### src/rtl/svnet_ram_arbiter_pkg.sv
// Shared types and helpers for the svnet RAM arbiter: the read-tag pipeline entry
// and the round-robin pointer increment.
package svnet_ram_arbiter_pkg;

  localparam int unsigned RD_LATENCY = 2;
  localparam int unsigned ID_W_MAX   = 8;

  typedef struct packed {
    logic                valid;
    logic [ID_W_MAX-1:0] id;
  } rd_tag_t;

  function automatic rd_tag_t make_tag(input logic valid, input logic [ID_W_MAX-1:0] id);
    rd_tag_t tag;
    tag.valid = valid;
    tag.id    = id;
    return tag;
  endfunction

  function automatic int unsigned next_idx(input int unsigned idx, input int unsigned n);
    return (idx + 1 == n) ? 0 : idx + 1;
  endfunction

endpackage

### src/rtl/svnet_ram.sv
// Simple dual-port RAM: write visible to reads one cycle later, read data two cycles
// after the read address is presented.
module svnet_ram #(
  parameter int unsigned WIDTH = 8,
  parameter int unsigned DEPTH = 256,
  localparam int unsigned AW   = $clog2(DEPTH)
) (
  input  logic             clk_i,
  input  logic             we_i,
  input  logic [AW-1:0]    waddr_i,
  input  logic [WIDTH-1:0] wdata_i,
  input  logic             re_i,
  input  logic [AW-1:0]    raddr_i,
  output logic [WIDTH-1:0] rdata_o
);

  logic [WIDTH-1:0] mem_q [DEPTH];
  logic [WIDTH-1:0] rd_stage_q;
  logic [WIDTH-1:0] rdata_q;

  // Storage is intentionally not reset.
  always_ff @(posedge clk_i) begin
    if (we_i) begin
      mem_q[waddr_i] <= wdata_i;
    end
    if (re_i) begin
      rd_stage_q <= mem_q[raddr_i];
    end
    rdata_q <= rd_stage_q;
  end

  assign rdata_o = rdata_q;

endmodule

### src/rtl/svnet_rr_arbiter.sv
// Round-robin arbiter: grants the first requester at or after the pointer, and moves
// the pointer past the winner when advancing is enabled.
module svnet_rr_arbiter
  import svnet_ram_arbiter_pkg::*;
#(
  parameter int unsigned REQUESTERS = 4,
  localparam int unsigned IW        = $clog2(REQUESTERS)
) (
  input  logic                  clk_i,
  input  logic                  rst_n_i,
  input  logic [REQUESTERS-1:0] req_i,
  input  logic                  adv_en_i,
  output logic [REQUESTERS-1:0] gnt_c_o,
  output logic [IW-1:0]         idx_c_o
);

  logic [IW-1:0] ptr_q;
  logic [IW-1:0] ptr_d;
  logic [IW-1:0] cand;
  logic          found;

  always_comb begin
    gnt_c_o = '0;
    idx_c_o = '0;
    cand    = '0;
    found   = 1'b0;
    for (int unsigned k = 0; k < REQUESTERS; k++) begin
      cand = IW'((32'(ptr_q) + k) % REQUESTERS);
      if (!found && req_i[cand]) begin
        found         = 1'b1;
        gnt_c_o[cand] = 1'b1;
        idx_c_o       = cand;
      end
    end
    ptr_d = ptr_q;
    if (adv_en_i && found) begin
      ptr_d = IW'(next_idx(32'(idx_c_o), REQUESTERS));
    end
  end

  always_ff @(posedge clk_i) begin
    if (!rst_n_i) begin
      ptr_q <= '0;
    end else begin
      ptr_q <= ptr_d;
    end
  end

endmodule

### src/rtl/svnet_ram_arbiter.sv
// Shares one svnet_ram between several clients with independent round-robin write and
// read arbiters; returning read data is steered back to the client that issued it.
module svnet_ram_arbiter
  import svnet_ram_arbiter_pkg::*;
#(
  parameter int unsigned WIDTH      = 8,
  parameter int unsigned DEPTH      = 256,
  parameter int unsigned REQUESTERS = 4,
  localparam int unsigned AW        = $clog2(DEPTH),
  localparam int unsigned IW        = $clog2(REQUESTERS)
) (
  input  logic                             clk_i,
  input  logic                             rst_n_i,
  input  logic [REQUESTERS-1:0]            wr_req_i,
  input  logic [REQUESTERS-1:0][AW-1:0]    wr_addr_i,
  input  logic [REQUESTERS-1:0][WIDTH-1:0] wr_data_i,
  output logic [REQUESTERS-1:0]            wr_gnt_o,
  input  logic [REQUESTERS-1:0]            rd_req_i,
  input  logic [REQUESTERS-1:0][AW-1:0]    rd_addr_i,
  output logic [REQUESTERS-1:0]            rd_gnt_o,
  output logic [REQUESTERS-1:0]            rd_data_valid_o,
  output logic [WIDTH-1:0]                 rd_data_o
);

  logic [REQUESTERS-1:0] wr_cand;
  logic [REQUESTERS-1:0] rd_cand;
  logic [IW-1:0]         wr_idx;
  logic [IW-1:0]         rd_idx;
  logic [AW-1:0]         wr_addr_c;
  logic [WIDTH-1:0]      wr_data_c;
  logic [AW-1:0]         rd_addr_c;
  logic                  wr_en_c;
  logic                  rd_en_c;
  logic                  collide_c;

  rd_tag_t [RD_LATENCY-1:0] tag_q;

  svnet_rr_arbiter #(.REQUESTERS(REQUESTERS)) u_wr_arb (
    .clk_i   (clk_i),
    .rst_n_i (rst_n_i),
    .req_i   (wr_req_i),
    .adv_en_i(1'b1),
    .gnt_c_o (wr_cand),
    .idx_c_o (wr_idx)
  );

  // A read colliding with the same-cycle write waits; its pointer must not move.
  svnet_rr_arbiter #(.REQUESTERS(REQUESTERS)) u_rd_arb (
    .clk_i   (clk_i),
    .rst_n_i (rst_n_i),
    .req_i   (rd_req_i),
    .adv_en_i(!collide_c),
    .gnt_c_o (rd_cand),
    .idx_c_o (rd_idx)
  );

  always_comb begin
    wr_addr_c = wr_addr_i[wr_idx];
    wr_data_c = wr_data_i[wr_idx];
    rd_addr_c = rd_addr_i[rd_idx];
    wr_en_c   = rst_n_i && (|wr_cand);
    collide_c = wr_en_c && (|rd_cand) && (rd_addr_c == wr_addr_c);
    rd_en_c   = rst_n_i && (|rd_cand) && !collide_c;
    wr_gnt_o  = wr_en_c ? wr_cand : '0;
    rd_gnt_o  = rd_en_c ? rd_cand : '0;
  end

  svnet_ram #(.WIDTH(WIDTH), .DEPTH(DEPTH)) u_ram (
    .clk_i  (clk_i),
    .we_i   (wr_en_c),
    .waddr_i(wr_addr_c),
    .wdata_i(wr_data_c),
    .re_i   (rd_en_c),
    .raddr_i(rd_addr_c),
    .rdata_o(rd_data_o)
  );

  // Requester-ID shadow of the RAM read pipeline.
  always_ff @(posedge clk_i) begin
    if (!rst_n_i) begin
      tag_q <= '0;
    end else begin
      tag_q[0] <= make_tag(rd_en_c, ID_W_MAX'(rd_idx));
      for (int unsigned s = 1; s < RD_LATENCY; s++) begin
        tag_q[s] <= tag_q[s-1];
      end
    end
  end

  always_comb begin
    rd_data_valid_o = '0;
    for (int unsigned i = 0; i < REQUESTERS; i++) begin
      rd_data_valid_o[i] = rst_n_i && tag_q[RD_LATENCY-1].valid &&
                           (tag_q[RD_LATENCY-1].id == ID_W_MAX'(i));
    end
  end

  a_wr_gnt_onehot: assert property (@(posedge clk_i) disable iff (!rst_n_i) $onehot0(wr_gnt_o));
  a_rd_gnt_onehot: assert property (@(posedge clk_i) disable iff (!rst_n_i) $onehot0(rd_gnt_o));
  a_rd_dv_onehot:  assert property (@(posedge clk_i) disable iff (!rst_n_i) $onehot0(rd_data_valid_o));
  a_wr_addr_range: assert property (@(posedge clk_i) disable iff (!rst_n_i)
                                    wr_en_c |-> (32'(wr_addr_c) < DEPTH));
  a_rd_addr_range: assert property (@(posedge clk_i) disable iff (!rst_n_i)
                                    rd_en_c |-> (32'(rd_addr_c) < DEPTH));

  for (genvar g = 0; g < REQUESTERS; g++) begin : g_stable
    a_wr_stable: assert property (@(posedge clk_i) disable iff (!rst_n_i)
      (wr_req_i[g] && !wr_gnt_o[g]) |=>
        (!wr_req_i[g] || ($stable(wr_addr_i[g]) && $stable(wr_data_i[g]))));
    a_rd_stable: assert property (@(posedge clk_i) disable iff (!rst_n_i)
      (rd_req_i[g] && !rd_gnt_o[g]) |=> (!rd_req_i[g] || $stable(rd_addr_i[g])));
  end

endmodule

### config.mk
export PLATFORM = sky130hd
export DESIGN_NAME = svnet_ram_arbiter
export DESIGN_NICKNAME = d
export VERILOG_FILES = /design/src/rtl/svnet_ram_arbiter_pkg.sv /design/src/rtl/svnet_ram.sv /design/src/rtl/svnet_rr_arbiter.sv /design/src/rtl/svnet_ram_arbiter.sv
export SDC_FILE = /design/constraint.sdc
export NUM_CORES = 2
export LEC_CHECK = 0
export CAP_MARGIN = 20
export CORE_MARGIN = 5
export CORE_UTILIZATION = 45
export DETAILED_ROUTE_END_ITERATION = 12
export GPL_ROUTABILITY_DRIVEN = 1
export PLACE_DENSITY_LB_ADDON = 0.15
export SYNTH_ARGS = -nofsm -noshare
export SYNTH_HDL_FRONTEND = slang
export SYNTH_SLANG_ARGS = --single-unit
### constraint.sdc
create_clock -name clk_i -period 14.73 [get_ports clk_i]
set_clock_uncertainty 0.05 [all_clocks]
set_input_delay 2.946 -clock clk_i [delete_from_list [all_inputs] [get_ports clk_i]]
set_output_delay 2.946 -clock clk_i [all_outputs]
set_load 0.05 [all_outputs]
# Word level (Yosys, flattened, before mapping)
# Memory sizes are Yosys's and may differ from the RTL's. A register that Yosys moved wholly into a read port is not among the register bits.
# Cells that the tools add are included.
dict set report totals {
  mem_bits_rw 2048
  regBits 30
  wordCells 150
  n_memories 1
}
dict set report op_classes {
  muxes 68
  magnitude_cmp 18
  n_reduce_logical 35
  n_bitwise 6
  n_eq_ne 6
  add_sub_neg 8
}
# memory depth width rd rd_ports_with_merged_regs write_ports line
set mem_list {}
lappend mem_list {u_ram.mem_q 256 8 1 1 1 svnet_ram.sv:17} ;# logic [WIDTH-1:0] mem_q [DEPTH];
# cell count
set ops {}
lappend ops {{8-bit binary-select mux with 2-bit select} 3}
lappend ops {{4-bit two-way mux} 10}
lappend ops {{2-bit by 3-bit < comparator with 1-bit output (second input constant)} 10}
lappend ops {{1-bit two-way mux} 26}
lappend ops {{1-bit logical AND} 25}
lappend ops {{8-bit two-way mux} 3}
lappend ops {{4-bit OR} 6}
lappend ops {{2-bit two-way mux} 10}
lappend ops {{1-bit binary-select mux with 2-bit select} 8}
lappend ops {{1-bit demux with 2-bit select} 8}
lappend ops {{8-bit by 2-bit == test with 1-bit output (second input constant)} 2}
lappend ops {{2-bit by 1-bit greater-or-equal comparator with 1-bit output (second input constant)} 8}
lappend ops {{2-bit adder (second input constant)} 4}
lappend ops {{8-bit by 1-bit == test with 1-bit output (second input constant)} 1}
lappend ops {{8-bit == test} 1}
lappend ops {{8-bit zero test} 1}
lappend ops {{4-bit OR reduction} 2}
lappend ops {{1-bit zero test} 7}
lappend ops {{2-bit by 1-bit adder with 3-bit output (second input constant)} 2}
lappend ops {{3-bit == test (second input constant)} 2}
lappend ops {{2-bit by 1-bit adder with 2-bit output (second input constant)} 2}

# Depth between registers and ports, before layout
dict set report depth {
  depth_word 19
  mapped_depth 21
  mapped_depth_nobuf 13
}

# Hierarchy
# A second synthesis with hierarchy kept.
dict set report unflattened {
  hier_cells 3947
  area_unflattened_um2 81916.1
}
# mod instances seq_area_each_um2 area_per_inst_um2 cells_each
set modules_own_cells {}
lappend modules_own_cells {svnet_ram 1 61899.4 79796.5 3741}
lappend modules_own_cells {svnet_ram_arbiter 1 120.1 1003.5 75}
lappend modules_own_cells {{svnet_rr_arbiter at u_rd_arb} 1 40.0 595.6 75}
lappend modules_own_cells {{svnet_rr_arbiter at u_wr_arb} 1 40.0 520.5 56}

# Least setup slack after synthesis
# No wires, ideal clock.
dict set report synth_path {
  path_type {input -> register}
  from {input port wr_req_i[1]}
  to {memory u_ram.mem_q[0][0], data pin}
  stages 9
  required_time_ns 13.104
  t_arrival_ns 12.134
  path_slack_ns 0.970
  cell_sequence {clkbuf_1 > mux4_2 > a21o_1 > a311oi_4 > buf_4 > buf_4 > clkbuf_1 > mux2i_1 > a21oi_1}
}
dict set report synth_via {
  elab_chain_cells 14
  word_cells_on_any_way 23
}
# element line
set synth_lines {}
lappend synth_lines {{start: declaration} svnet_ram_arbiter.sv:14} ;# input logic [REQUESTERS-1:0] wr_req_i,
lappend synth_lines {{1-bit binary-select mux with 2-bit select} svnet_rr_arbiter.sv:29} ;# if (!found && req_i[cand]) begin
lappend synth_lines {{1-bit two-way mux (not written as such)} svnet_rr_arbiter.sv:29}
lappend synth_lines {{1-bit two-way mux} svnet_rr_arbiter.sv:29}
lappend synth_lines {{1-bit zero test} svnet_rr_arbiter.sv:29}
lappend synth_lines {{1-bit logical AND} svnet_rr_arbiter.sv:29}
lappend synth_lines {{1-bit two-way mux} svnet_rr_arbiter.sv:29}
lappend synth_lines {{1-bit zero test} svnet_rr_arbiter.sv:29}
lappend synth_lines {{1-bit logical AND} svnet_rr_arbiter.sv:29}
lappend synth_lines {{1-bit two-way mux} svnet_rr_arbiter.sv:29}
lappend synth_lines {{1-bit zero test} svnet_rr_arbiter.sv:29}
lappend synth_lines {{1-bit logical AND} svnet_rr_arbiter.sv:29}
lappend synth_lines {{2-bit two-way mux (*)} svnet_rr_arbiter.sv:29}
lappend synth_lines {{8-bit binary-select mux with 2-bit select (*)} svnet_ram_arbiter.sv:59} ;# wr_data_c = wr_data_i[wr_idx];
lappend synth_lines {{8-bit two-way mux (not written as such) (*)} svnet_ram_arbiter.sv:59}
lappend synth_lines {{named net u_ram.wdata_i[0]} svnet_ram.sv:11} ;# input logic [WIDTH-1:0] wdata_i,
lappend synth_lines {{end: declaration} svnet_ram.sv:17}
# Mark *: on every way through the listed nets, which the timed path passes. The rest lies on a longest branch. The select of a mux whose other input is x is not followed.

# Worst setup path after layout
dict set report layout_path {
  from {input port rd_req_i[0]}
  to {output port rd_gnt_o[0]}
}
dict set report layout_via {
  elab_chain_cells 19
  word_cells_on_any_way 38
}
# element line
set layout_lines {}
lappend layout_lines {{start: declaration} svnet_ram_arbiter.sv:18} ;# input logic [REQUESTERS-1:0] rd_req_i,
lappend layout_lines {{1-bit binary-select mux with 2-bit select} svnet_rr_arbiter.sv:29}
lappend layout_lines {{1-bit two-way mux (not written as such)} svnet_rr_arbiter.sv:29}
lappend layout_lines {{1-bit two-way mux} svnet_rr_arbiter.sv:29}
lappend layout_lines {{1-bit zero test} svnet_rr_arbiter.sv:29}
lappend layout_lines {{1-bit logical AND} svnet_rr_arbiter.sv:29}
lappend layout_lines {{1-bit two-way mux} svnet_rr_arbiter.sv:29}
lappend layout_lines {{1-bit zero test} svnet_rr_arbiter.sv:29}
lappend layout_lines {{1-bit logical AND} svnet_rr_arbiter.sv:29}
lappend layout_lines {{[... 3 more ...]} --}
lappend layout_lines {{2-bit two-way mux} svnet_rr_arbiter.sv:29}
lappend layout_lines {{8-bit binary-select mux with 2-bit select} svnet_ram_arbiter.sv:60} ;# rd_addr_c = rd_addr_i[rd_idx];
lappend layout_lines {{8-bit two-way mux (not written as such)} svnet_ram_arbiter.sv:60}
lappend layout_lines {{8-bit == test} svnet_ram_arbiter.sv:62} ;# collide_c = wr_en_c && (|rd_cand) && (rd_addr_c == wr_addr_c);
lappend layout_lines {{1-bit logical AND} svnet_ram_arbiter.sv:62}
lappend layout_lines {{1-bit zero test} svnet_ram_arbiter.sv:63} ;# rd_en_c = rst_n_i && (|rd_cand) && !collide_c;
lappend layout_lines {{1-bit logical AND} svnet_ram_arbiter.sv:63}
lappend layout_lines {{4-bit two-way mux (*)} svnet_ram_arbiter.sv:65} ;# rd_gnt_o = rd_en_c ? rd_cand : '0;
lappend layout_lines {{end: declaration} svnet_ram_arbiter.sv:20} ;# output logic [REQUESTERS-1:0] rd_gnt_o,
# Every way passes the cells marked *; elsewhere a longest branch is shown, timed or not. The select of a mux whose other input is x is not followed.

==> summary.txt <==
STA
  • Setup TNS: 0 ns
  • Worst slew pin tran: 1.220 ns
  • Crit path time final: 10.99 ns
  • Slew Viols, Final: 0
  • Final Hold Viols: 0
  • Fmax: 0.09101 GHz
  • Fin crit share: 0.7460
  • # setup viols final: 0
  • RSZ-0062 raised after global routing: false
  • Slew margin rel.: 0.1842

Yosys
  • Post-synth top area cell: edfxtp_1
  • EDFF count, synth: 2056
  • Synth Register Bits: 2074
  • Mean Syn Cell Area: 13.40 um2
  • Top-count cell post-synth: edfxtp_1
  • Share of the synthesized area in the top cell type: 0.7273
  • Synth area leaders: edfxtp_1 73%, nand2_1 6.7%, nand3_1 4.1%
  • Mapped cell area: roughly 85000 um2
  • Most frequent cells after synthesis: 2056 x edfxtp_1, 1513 x nand2_1, 695 x nand3_1
  • Mapped Cells: 6335
  • Synth warnings: 0
  • Unique masters post-synth: 89
  • Post-synthesis sequential area ratio: 0.7316
  • Post-synth top flop: edfxtp_1
  • Post-synthesis net count: between 6000 and 7000
  • Async set-reset flop share out of synthesis: 0

Setup path
  • Critical path type: in2out
  • Most used cell, CP: clkdlybuf4s50_1
  • CP required: between 10 and 15 ns
  • CP cell instances: clkdlybuf4s50_1, mux4_2, nor2b_1, o32a_2, mux2i_1, mux2i_2, xnor2_1, nand3_1, or4_1, o211ai_1, nor2_1, clkdlybuf4s50_1
  • Critical path capture point type: output pin
  • Critical path launch point type: input pin
  • Cell count of the worst reg-to-reg path: 16
  • Crit-path slowest cell: clkdlybuf4s50_1
  • Worst-path maximum fanout: 18
  • Data arrival, critical path: 7.99 ns
  • Worst R2R Setup Slack: 6.20 ns
  • Crit-path max cell delay: 0.72 ns

Die
  • Core Area: 187800 um2
  • Die height: around 440 um
  • Width of the die: 444.3 um
  • Initial core utilization: 0.4520
  • Row cnt: about 160
  • Die Area: 197400 um2
  • I/O pins: 126

Status
  • Status: completed

CTS
  • Cts hold-fix bufs: 0
  • H-Tree Depth: 4
  • Total setup buffers inserted after CTS: 0
  • Post-CTS Resized: 0
  • Worst skew pair latency: around 0.84 ns
  • CTS clk-pin slew, worst paths: 0.06 ns
  • CTS root buf: clkbuf_16
  • CTS max path bufs: 3
  • CTS Buf Count: 211
  • TritonCTS clock tree: done
  • CTS Sinks: 2074

Global routing
  • GR Util met3: 0.05180
  • Met1 Track Usage GR: 0.3684
  • Initial antenna violation count: 13
  • Largest net degree at the start of global routing: 179
  • Vias in the first global route: 50580
  • First-pass GRT wire length: 365.9 mm
  • Grt ovf: 0
  • GRT Total Usage: 0.2521
  • Gr busiest metal: met2
  • GRT met2 Usage: 0.3817

Final layout
  • # fillers: 15930
  • # nets final: approximately 6500
  • P&R area growth vs syn: 12.37%
  • Fraction of layout cells with a size suffix above 1: 0.08035
  • Sequential Area: 62100 um2
  • Core Util, Final: 0.5079
  • Multi-input gate area: 20760 um2

Routing
  • Routed WL per cell: 28.21 um
  • Final antenna-violating net count: 0
  • Final WL: 255.3 mm
  • Drt drc: 0
  • Vias: about 54000
  • Vias per std cell: 5.949
  • Initial drt markers: 6232
  • Pre-Repair DR Iteration Count: 8

Pwr
  • Total power draw: ~24 mW
  • Pwr dens: 255.8 nW/um2
  • VDD IR-drop max: roughly 0.00028 V
  • Pleak: 31.40 nW

Job
  • Max-cap violations: 0

Min path
  • Hold Crit Depth: 1
  • Worst hold path class: reg2reg

Placement
  • Port bufs: ~130
  • Post-DP HPWL: 150.6 mm
  • Routability cong.: between 0.8 and 0.9
==> path summary, 6_finish.rpt <==
check | startpoint | to
min | tag_q[0]$_SDFF_PN0_ | tag_q[9]$_SDFF_PN0_
max | rd_req_i[0] | rd_gnt_o[0]
min reg2reg | tag_q[0]$_SDFF_PN0_ | tag_q[9]$_SDFF_PN0_
max reg2reg | u_rd_arb.ptr_q[0]$_SDFFE_PN0P_ | u_ram.rd_stage_q[0]$_DFFE_PP_
==> registers in the layout, summed over array words and instances, names as in the netlist <==
register          flops
u_ram.mem_q        2048
u_rd_arb.ptr_q        2
tag_q                 6
u_ram.rd_stage_q      8
u_wr_arb.ptr_q        2
u_ram.rdata_o         8
==> cell families after synthesis <==
kind of cell	Yosys count	share of synthesized area
adder cells (fa/ha/maj)	13	0.001916
flip-flops	2074	0.7316
XOR/XNOR	10	0.001032
buffers and inverters	512	0.02793
AND/OR/NAND/NOR	2755	0.1400
AO/OA/AOI/OAI	675	0.06107
multiplexers	296	0.03642
==> cell usage in the layout, fill, tap and decap left out, types with 50 or more instances in the layout <==
cell type	count
a32oi_1	70
clkinv_1	50
a21oi_1	118
mux2i_1	272
a211oi_1	85
nor4_1	56
nand2_1	1513
buf_4	109
clkbuf_16	213
o221ai_1	57
clkbuf_1	53
clkdlybuf4s50_1	125
nor2_1	320
nand3_1	683
a31oi_1	52
inv_1	80
a311oi_1	75
edfxtp_1	2056
a221oi_1	72
==> area by class of cell <==
type / instances / share of cell area
Sequential cell: 2074 / 0.6511
Multi-Input combinational cell: 3749 / 0.2177
Clock buffer: 266 / 0.05797
Tap cell: 2495 / 0.03273
Timing Repair Buffer: 252 / 0.02482
Clock inverter: 125 / 0.01234
Inverter: 80 / 0.003148
Antenna cell: 9 / 0.0002361
==> per-stage QoR <==
step / hold slack, ns / cells / area, um2 / setup WS, ns
5_1_grt: 0.3972 / 9041 / 95360 / 3.353
2_1_floorplan: 0.2733 / 6335 / 84880 / 0.9700
3_3_place_gp: 0.3676 / 8644 / 88600 / 3.823
4_1_cts: 0.3861 / 9040 / 95350 / 3.770
3_5_place_dp: 0.3711 / 8649 / 88640 / 3.765
6_report: 0.3848 / 9050 / 95380 / 3.742
==> critical path: cells and delay by family <==
family,cells,cell delay [ns]
simple gates,4,1.15
xor+xnor,1,0.18
compound gates,2,1.13
mux,3,1.29
buf+inv,2,1.29
==> power by group <==
| group | leakage, nW | internal (mW) | switching, mW |
|---|---|---|---|
| registers | 18.6 | 7.98 | 0.0595 |
| clock network | 3.26 | 2.96 | 2.27 |
| logic | 9.56 | 2.66 | 8.47 |
| total | 31.4 | 13.6 | 10.8 |
==> metal layers <==
metal / share of wire / vias up
met1: 0.43 / 27280
met4: 0.031 / 2
met3: 0.089 / 371
met5: 0.000059 / -
met2: 0.45 / 2446
li1: - / 23740
Power figures use the tool's default switching activity.
